$ cat src/rtl/acc_seq_ctrl.sv
// Fetch/decode/execute sequencer for the 8-bit accumulator datapath.
// Owns PC, IR, halt/fault status and the memory req/ack handshake with its timeout.
module acc_seq_ctrl #(
    parameter logic [3:0] RESET_PC = 4'h0,
    parameter int         TIMEOUT  = 15
) (
    input  logic       clk,
    input  logic       rst,
    output logic       mem_req,
    output logic       mem_we,
    output logic [3:0] mem_addr,
    input  logic [7:0] mem_rdata,
    input  logic       mem_ack,
    input  logic       acc_zero,
    output logic       acc_update,
    output logic [1:0] x_sel,
    output logic [1:0] alu_op,
    output logic [3:0] imm,
    output logic [3:0] pc,
    output logic [7:0] ir,
    output logic       halted,
    output logic       fault,
    output logic       illegal
);

    typedef enum logic [2:0] {
        ST_FETCH,
        ST_DECODE,
        ST_READ,
        ST_WRITE,
        ST_HALT
    } state_t;

    localparam logic [3:0] OP_NOP = 4'h0;
    localparam logic [3:0] OP_LDA = 4'h1;
    localparam logic [3:0] OP_ADD = 4'h2;
    localparam logic [3:0] OP_SUB = 4'h3;
    localparam logic [3:0] OP_AND = 4'h4;
    localparam logic [3:0] OP_STA = 4'h5;
    localparam logic [3:0] OP_JMP = 4'h6;
    localparam logic [3:0] OP_JZ  = 4'h7;
    localparam logic [3:0] OP_LDI = 4'h8;
    localparam logic [3:0] OP_HLT = 4'hF;

    localparam logic [1:0] XS_MEM = 2'b00;
    localparam logic [1:0] XS_ALU = 2'b01;
    localparam logic [1:0] XS_IMM = 2'b10;

    localparam logic [1:0] ALU_ADD  = 2'b00;
    localparam logic [1:0] ALU_SUB  = 2'b01;
    localparam logic [1:0] ALU_AND  = 2'b10;
    localparam logic [1:0] ALU_PASS = 2'b11;

    // Counter holds the number of wait cycles already spent on the current request.
    localparam int               CNT_W    = (TIMEOUT < 2) ? 1 : $clog2(TIMEOUT + 1);
    localparam logic [CNT_W-1:0] CNT_LAST = CNT_W'((TIMEOUT > 0) ? TIMEOUT - 1 : 0);
    localparam bit               TO_EN    = (TIMEOUT != 0);

    state_t           state_reg, state_next;
    logic [3:0]       pc_reg, pc_next;
    logic [7:0]       ir_reg, ir_next;
    logic [CNT_W-1:0] cnt_reg, cnt_next;
    logic             fault_reg, fault_next;

    logic [3:0] opcode;
    logic [3:0] operand;
    logic       bus_active;
    logic       timeout_hit;
    logic       opcode_undef;

    assign opcode       = ir_reg[7:4];
    assign operand      = ir_reg[3:0];
    assign bus_active   = (state_reg == ST_FETCH) || (state_reg == ST_READ) ||
                          (state_reg == ST_WRITE);
    assign opcode_undef = (opcode >= 4'h9) && (opcode <= 4'hE);
    // An ack in the final wait cycle still completes the request normally.
    assign timeout_hit  = TO_EN && bus_active && !mem_ack && (cnt_reg == CNT_LAST);

    always_comb begin
        state_next = state_reg;
        pc_next    = pc_reg;
        ir_next    = ir_reg;
        fault_next = fault_reg;
        cnt_next   = '0;

        case (state_reg)
            ST_FETCH: begin
                if (mem_ack) begin
                    ir_next    = mem_rdata;
                    pc_next    = pc_reg + 4'd1;
                    state_next = ST_DECODE;
                end
            end
            ST_DECODE: begin
                case (opcode)
                    OP_LDA, OP_ADD, OP_SUB, OP_AND: state_next = ST_READ;
                    OP_STA: state_next = ST_WRITE;
                    OP_HLT: state_next = ST_HALT;
                    OP_JMP: begin
                        pc_next    = operand;
                        state_next = ST_FETCH;
                    end
                    OP_JZ: begin
                        if (acc_zero) begin
                            pc_next = operand;
                        end
                        state_next = ST_FETCH;
                    end
                    default: state_next = ST_FETCH;
                endcase
            end
            ST_READ, ST_WRITE: begin
                if (mem_ack) begin
                    state_next = ST_FETCH;
                end
            end
            ST_HALT: state_next = ST_HALT;
            default: state_next = ST_FETCH;
        endcase

        if (timeout_hit) begin
            state_next = ST_HALT;
            fault_next = 1'b1;
        end

        if (TO_EN && bus_active && !mem_ack && (state_next == state_reg)) begin
            cnt_next = cnt_reg + CNT_W'(1);
        end
    end

    always_ff @(posedge clk) begin
        if (rst) begin
            state_reg <= ST_FETCH;
            pc_reg    <= RESET_PC;
            ir_reg    <= 8'h00;
            cnt_reg   <= '0;
            fault_reg <= 1'b0;
        end else begin
            state_reg <= state_next;
            pc_reg    <= pc_next;
            ir_reg    <= ir_next;
            cnt_reg   <= cnt_next;
            fault_reg <= fault_next;
        end
    end

    // Strobes are forced low while rst is high so a pending ack cannot load the accumulator.
    always_comb begin
        mem_req    = 1'b0;
        mem_we     = 1'b0;
        mem_addr   = pc_reg;
        acc_update = 1'b0;
        x_sel      = XS_MEM;
        alu_op     = ALU_PASS;
        illegal    = 1'b0;

        if (!rst) begin
            case (state_reg)
                ST_FETCH: begin
                    mem_req  = 1'b1;
                    mem_addr = pc_reg;
                end
                ST_DECODE: begin
                    if (opcode == OP_LDI) begin
                        acc_update = 1'b1;
                        x_sel      = XS_IMM;
                    end
                    illegal = opcode_undef;
                end
                ST_READ: begin
                    mem_req  = 1'b1;
                    mem_addr = operand;
                    if (mem_ack) begin
                        acc_update = 1'b1;
                        case (opcode)
                            OP_ADD: begin
                                x_sel  = XS_ALU;
                                alu_op = ALU_ADD;
                            end
                            OP_SUB: begin
                                x_sel  = XS_ALU;
                                alu_op = ALU_SUB;
                            end
                            OP_AND: begin
                                x_sel  = XS_ALU;
                                alu_op = ALU_AND;
                            end
                            default: x_sel = XS_MEM;
                        endcase
                    end
                end
                ST_WRITE: begin
                    mem_req  = 1'b1;
                    mem_we   = 1'b1;
                    mem_addr = operand;
                end
                default: mem_req = 1'b0;
            endcase
        end
    end

    assign imm    = ir_reg[3:0];
    assign pc     = pc_reg;
    assign ir     = ir_reg;
    assign halted = (state_reg == ST_HALT);
    assign fault  = fault_reg;

endmodule

$ cat config.mk
export PLATFORM = sky130hd
export DESIGN_NAME = acc_seq_ctrl
export DESIGN_NICKNAME = d
export VERILOG_FILES = /design/src/rtl/acc_seq_ctrl.sv
export SDC_FILE = /design/constraint.sdc
export NUM_CORES = 1
export LEC_CHECK = 0
export ABC_AREA = 1
export CORE_MARGIN = 8
export CORE_UTILIZATION = 44
export DETAILED_ROUTE_END_ITERATION = 8
export PLACE_DENSITY = 0.79
export SLEW_MARGIN = 20
export SYNTH_ARGS = -nofsm -noshare
export SYNTH_HDL_FRONTEND = slang
export SYNTH_SLANG_ARGS = --single-unit
export TNS_END_PERCENT = 30
$ cat constraint.sdc
create_clock -name clk -period 1.5 [get_ports clk]
set_clock_uncertainty 0.1 [all_clocks]
set_input_delay 0.15 -clock clk [delete_from_list [all_inputs] [get_ports clk]]
set_output_delay 0.15 -clock clk [all_outputs]
set_load 0.01 [all_outputs]
After elaboration in Yosys (flattened, before gate mapping). Index checks and enable logic that the tools add are counted.

$add $sub $neg: 2. $lt $le $gt $ge: 2. Equality and inequality tests: 18. Multiplexer cells: 30. Bitwise operators: 1. Reduce and logical (&&, ||, !) cells: 16.

Operators by type and width (number): 4-bit by 3-bit == test with 1-bit output (second input constant) (4); 4-bit two-way mux (4); 4-bit case mux with 2 select lines (2); 4-bit == test (second input constant) (3); 3-bit case mux with 4 select lines (1); 1-bit two-way mux (11); 2-bit two-way mux (5); 3-bit two-way mux (3); 3-bit case mux with 3 select lines (1); 4-bit by 1-bit adder with 4-bit output (second input constant) (2); 4-bit by 2-bit == test with 1-bit output (second input constant) (2); 3-bit by 2-bit == test with 1-bit output (second input constant) (2); 2-bit case mux with 3 select lines (1); 3-bit OR reduction (2); 4-bit by 1-bit == test with 1-bit output (second input constant) (1); 4-bit >= comparator (second input constant) (1); 4-bit <= comparator (second input constant) (1); 1-bit logical AND (4); 2-bit case mux with 2 select lines (1); 4-bit AND reduction (1); 2-bit OR reduction (2); 4-bit OR reduction (1); 3-bit by 1-bit == test with 1-bit output (second input constant) (1); 3-bit == test (1); other kinds (11) (12).

Register bits after elaboration: 20. Input bits: 12. Output and inout port bits: 30. Logic and storage cells: 74.

Longest topological paths before layout.
Depth in word-level cells: 10. Mapped depth: 9. Mapped depth without buffers: 9.

Worst setup path after synthesis. OpenSTA, ideal clock, no wires.

Path type: register -> output. Start: reg state_reg[0]. End: out acc_update. Arrival: 1.147 ns. Path slack: 0.103 ns. Cell stages (with the launch flop): 7. Buffers on the path: 1. Path through: dfxtp_1 buf_6 nand2_4 nor2_4 nand3_1 nor2_1 or2_1.

Word-level cells in the longest chain between the ends: 3. Elaborated cells on any way between the ends: 4.

Ends and longest elaborated chain: start: declaration (RTL line 59) `state_t state_reg, state_next;`; start signal: assignment (RTL line 139) `state_reg <= state_next;`; 3-bit by 2-bit == test with 1-bit output / 3-bit by 1-bit == test with 1-bit output (equally long branches) (RTL line 158) `case (state_reg)`; 1-bit case mux with 2 select lines (*) (RTL line 158); 1-bit two-way mux (*) (RTL line 157) `if (!rst) begin`; end: declaration (RTL line 15) `output logic acc_update,`.

Every way passes the cells marked *; elsewhere a longest branch is shown, timed or not.

Final worst setup path.
Start: reg state_reg[1]. End: out alu_op[1].

Word-level cells in the longest chain between the ends: 3.

Ends and longest elaborated chain: 3-bit by 2-bit == test with 1-bit output (RTL line 158); 2-bit two-way mux (RTL line 158); 2-bit two-way mux (RTL line 157); end: declaration (RTL line 17) `output logic [1:0] alu_op,`.

No other way between the ends.

==> flow_summary.ini <==
[logic_synthesis]
ys_ff_latch = 20
synth_top_area_share_pct = 34.1
synth_cell_types = 27
synth_nets = 189
synth.cell_area_um2 = 1170
yosys_warnings = 0
syn_area_per_cell_um2 = 6.75
synth_top_cell_by_area = dfxtp_1
synthCells = 174
ys_top_cells_by_area = dfxtp_1, nand2_1, nor2_1
synth_seq_area_share_pct = 34.1

[setup_path]
cp-start-kind = flop
setup.worst_path.class = flop to output port
crit_slowest_cell = dfxtp_2
slowest_delay_ps = 390
reg2regPathDepth = 10
worst-path-max-fanout = 3
r2r_slack_ps = -30
endpoint_kind = output port
crit_chain = inv_4 > nor2_4 > nand2_4 > nor3_4 > o21ai_2 > inv_2 > o21ai_1 > buf_2
cp_data_required_time_ps = 1250
crit_arrival_ps = 1510

[placement]
hpwl_um = 2910
dp_cells = 275
place_congestion = 0.811
port_buffers = 41

[power_and_ir_drop]
clkPwrFrac_pct = 22.9
p_int_mw = 0.982
p_switching_mw = 0.494
power_frac_seq_pct = 41.5
powerDensity_nw_per_um2 = 729
power.leakage_nw = 1.09
p_sw_share_pct = 33.5
irDropWorstVdd_mv = 0.617
pwr-share-comb_pct = 35.6

[layout]
fillers = 166
finalNonFillerCells = 282
num_antenna_cells = 0
syn2layout_area_growth_pct = 72.2
mostFrequentLayoutCell = buf_4
finish.utilization_pct = 80.9
multi_input_area_um2 = 738
nets = 268
drive_gt1_share_pct = 41.7
largest_register_ffs = 8
layout_common_cells = buf_4, nand2_1, nor2_1
ff_latch_area_um2 = 424

[cts]
cts_tree = yes
numCtsBuffers = 3
cts_root_buf = clkbuf_4
clkLatencyLatePin_ps = 320
htree_levels = 1
hold_buffers = 0
cts_num_sinks = 20
clockBufferDepth = 2
cts.reportedPaths.clkPinSlew_ps = 130

[die]
io_pins = 42
core_um2 = 2500
die_w_um = 67.7
rows = 18
dieHeight_um = 67.7
start_util_pct = 47.0
die_area_um2 = 4580

[global_route]
grt_pass1_wl_um = 6500
grt_max_degree = 12
grtUsageTotal_pct = 18.1
grt_pass1_vias = 1425
grt-ovfl-total = 0
antenna_found_initial = 0

[routing]
route.detailed.drc = 0
dr.pass1.iters = 4
drtIter0Drc = 75
totalWireLength_um = 4380
ant_nets = 0
wire_per_inst_um = 15.5
via_count = 1484
via_per_inst = 5.26

[hold_path]
hold_path.class = input pin to flop
min_path_cells = 3

[sta]
finalCritPeriodShare_pct = 117
slew_viol_final = 0
min_period_ps = 1760
maxSlewHeadroom_pct = 82.1
max_freq_mhz = 569
tightest_slew_ps = 266
grt_setup_unrepaired = yes
finalWorstSetupSlack_ps = -259
fin_hold_ws_ps = 314
final-setup-viol-count = 14
finalHoldViolCount = 0

[job]
drv_cap = 0

[status]
violations = setup timing
status = finished, violations left
path summary, 6_finish.rpt:
| check | startpoint | to |
|---|---|---|
| setup / recovery | state_reg[1]$_SDFF_PP0_ | alu_op[1] |
| hold / removal | mem_rdata[5] | ir[5]$_SDFFE_PP0P_ |
| setup reg to reg | state_reg[2]$_SDFF_PP0_ | pc[3]$_SDFFE_PP0P_ |
| hold reg to reg | cnt_reg[0]$_SDFF_PP0_ | cnt_reg[0]$_SDFF_PP0_ |
cell type report:
cell class                 instances  area share [%]
sequential                        20            21.0
multi-input combinational        123            36.5
inverter                          24            4.70
clock buffer                       4            1.79
timing repair buffer              81            34.2
tap                               30            1.86
layer usage:
layer	GRT usage (%)	share of wire [%]	vias to the layer above
met5	0	0	-
met1	20.0	41	706
met2	32.1	51	54
met3	4.30	5.1	13
met4	7.83	2.7	0
li1	-	-	711
cells in the mapped netlist, drive strengths merged:
master  number
buf          7
nor3b        1
nor2        31
a31oi        1
a211oi       1
nor3         2
a21oi        9
nand2       38
xnor2        2
nand4        4
nand3       14
inv         24
o21ai       15
ha           3
dfxtp       20
xor2         1
or2          1
cells by family (layout without fill, tap and decap cells):
group	count (synthesis)	count (layout)	synth area share, %
fa+ha+maj	3	3	3.20
xor+xnor	3	3	2.24
flops	20	20	34.1
buf+inv	31	109	12.2
simple gates	91	91	36.8
compound gates	26	26	11.4
power by group through the flow:
stage               Sequential, mW  Clock [mW]  Combinational, mW
finish                       0.612       0.338              0.526
global route                 0.618       0.353              0.566
CTS                          0.611       0.329              0.490
detailed placement           0.619           0              0.490
global placement             0.617           0              0.478
floorplan                    0.631           0              0.208
per-stage QoR:
step | setup slack (ps) | instance area [µm²] | setup TNS (ps) | power [mW]
3_3_place_gp | -492 | 1860 | -5430 | 1.09
3_5_place_dp | -587 | 1860 | -6510 | 1.11
2_1_floorplan | 103 | 1170 | 0 | 0.838
5_1_grt | -300 | 2020 | -3160 | 1.54
6_report | -259 | 2020 | -2090 | 1.48
4_1_cts | -254 | 1930 | -1480 | 1.43
worst max-delay path, delay by kind of cell, from the launching register on:
family / cells / cell delay [ps]
and+or+nand+nor: 3 / 380
AOI/OAI and AO/OA: 2 / 150
buffers and inverters: 3 / 260
DFF: 1 / 390
what timing repair did:
action / 4_1_cts / 5_1_grt
buffers inserted: 2 / 2
resized for setup: 95 / 28
pin swaps: 6 / 3
setup endpoints to repair: 39 / 39
(Power assumes the default switching activity.)
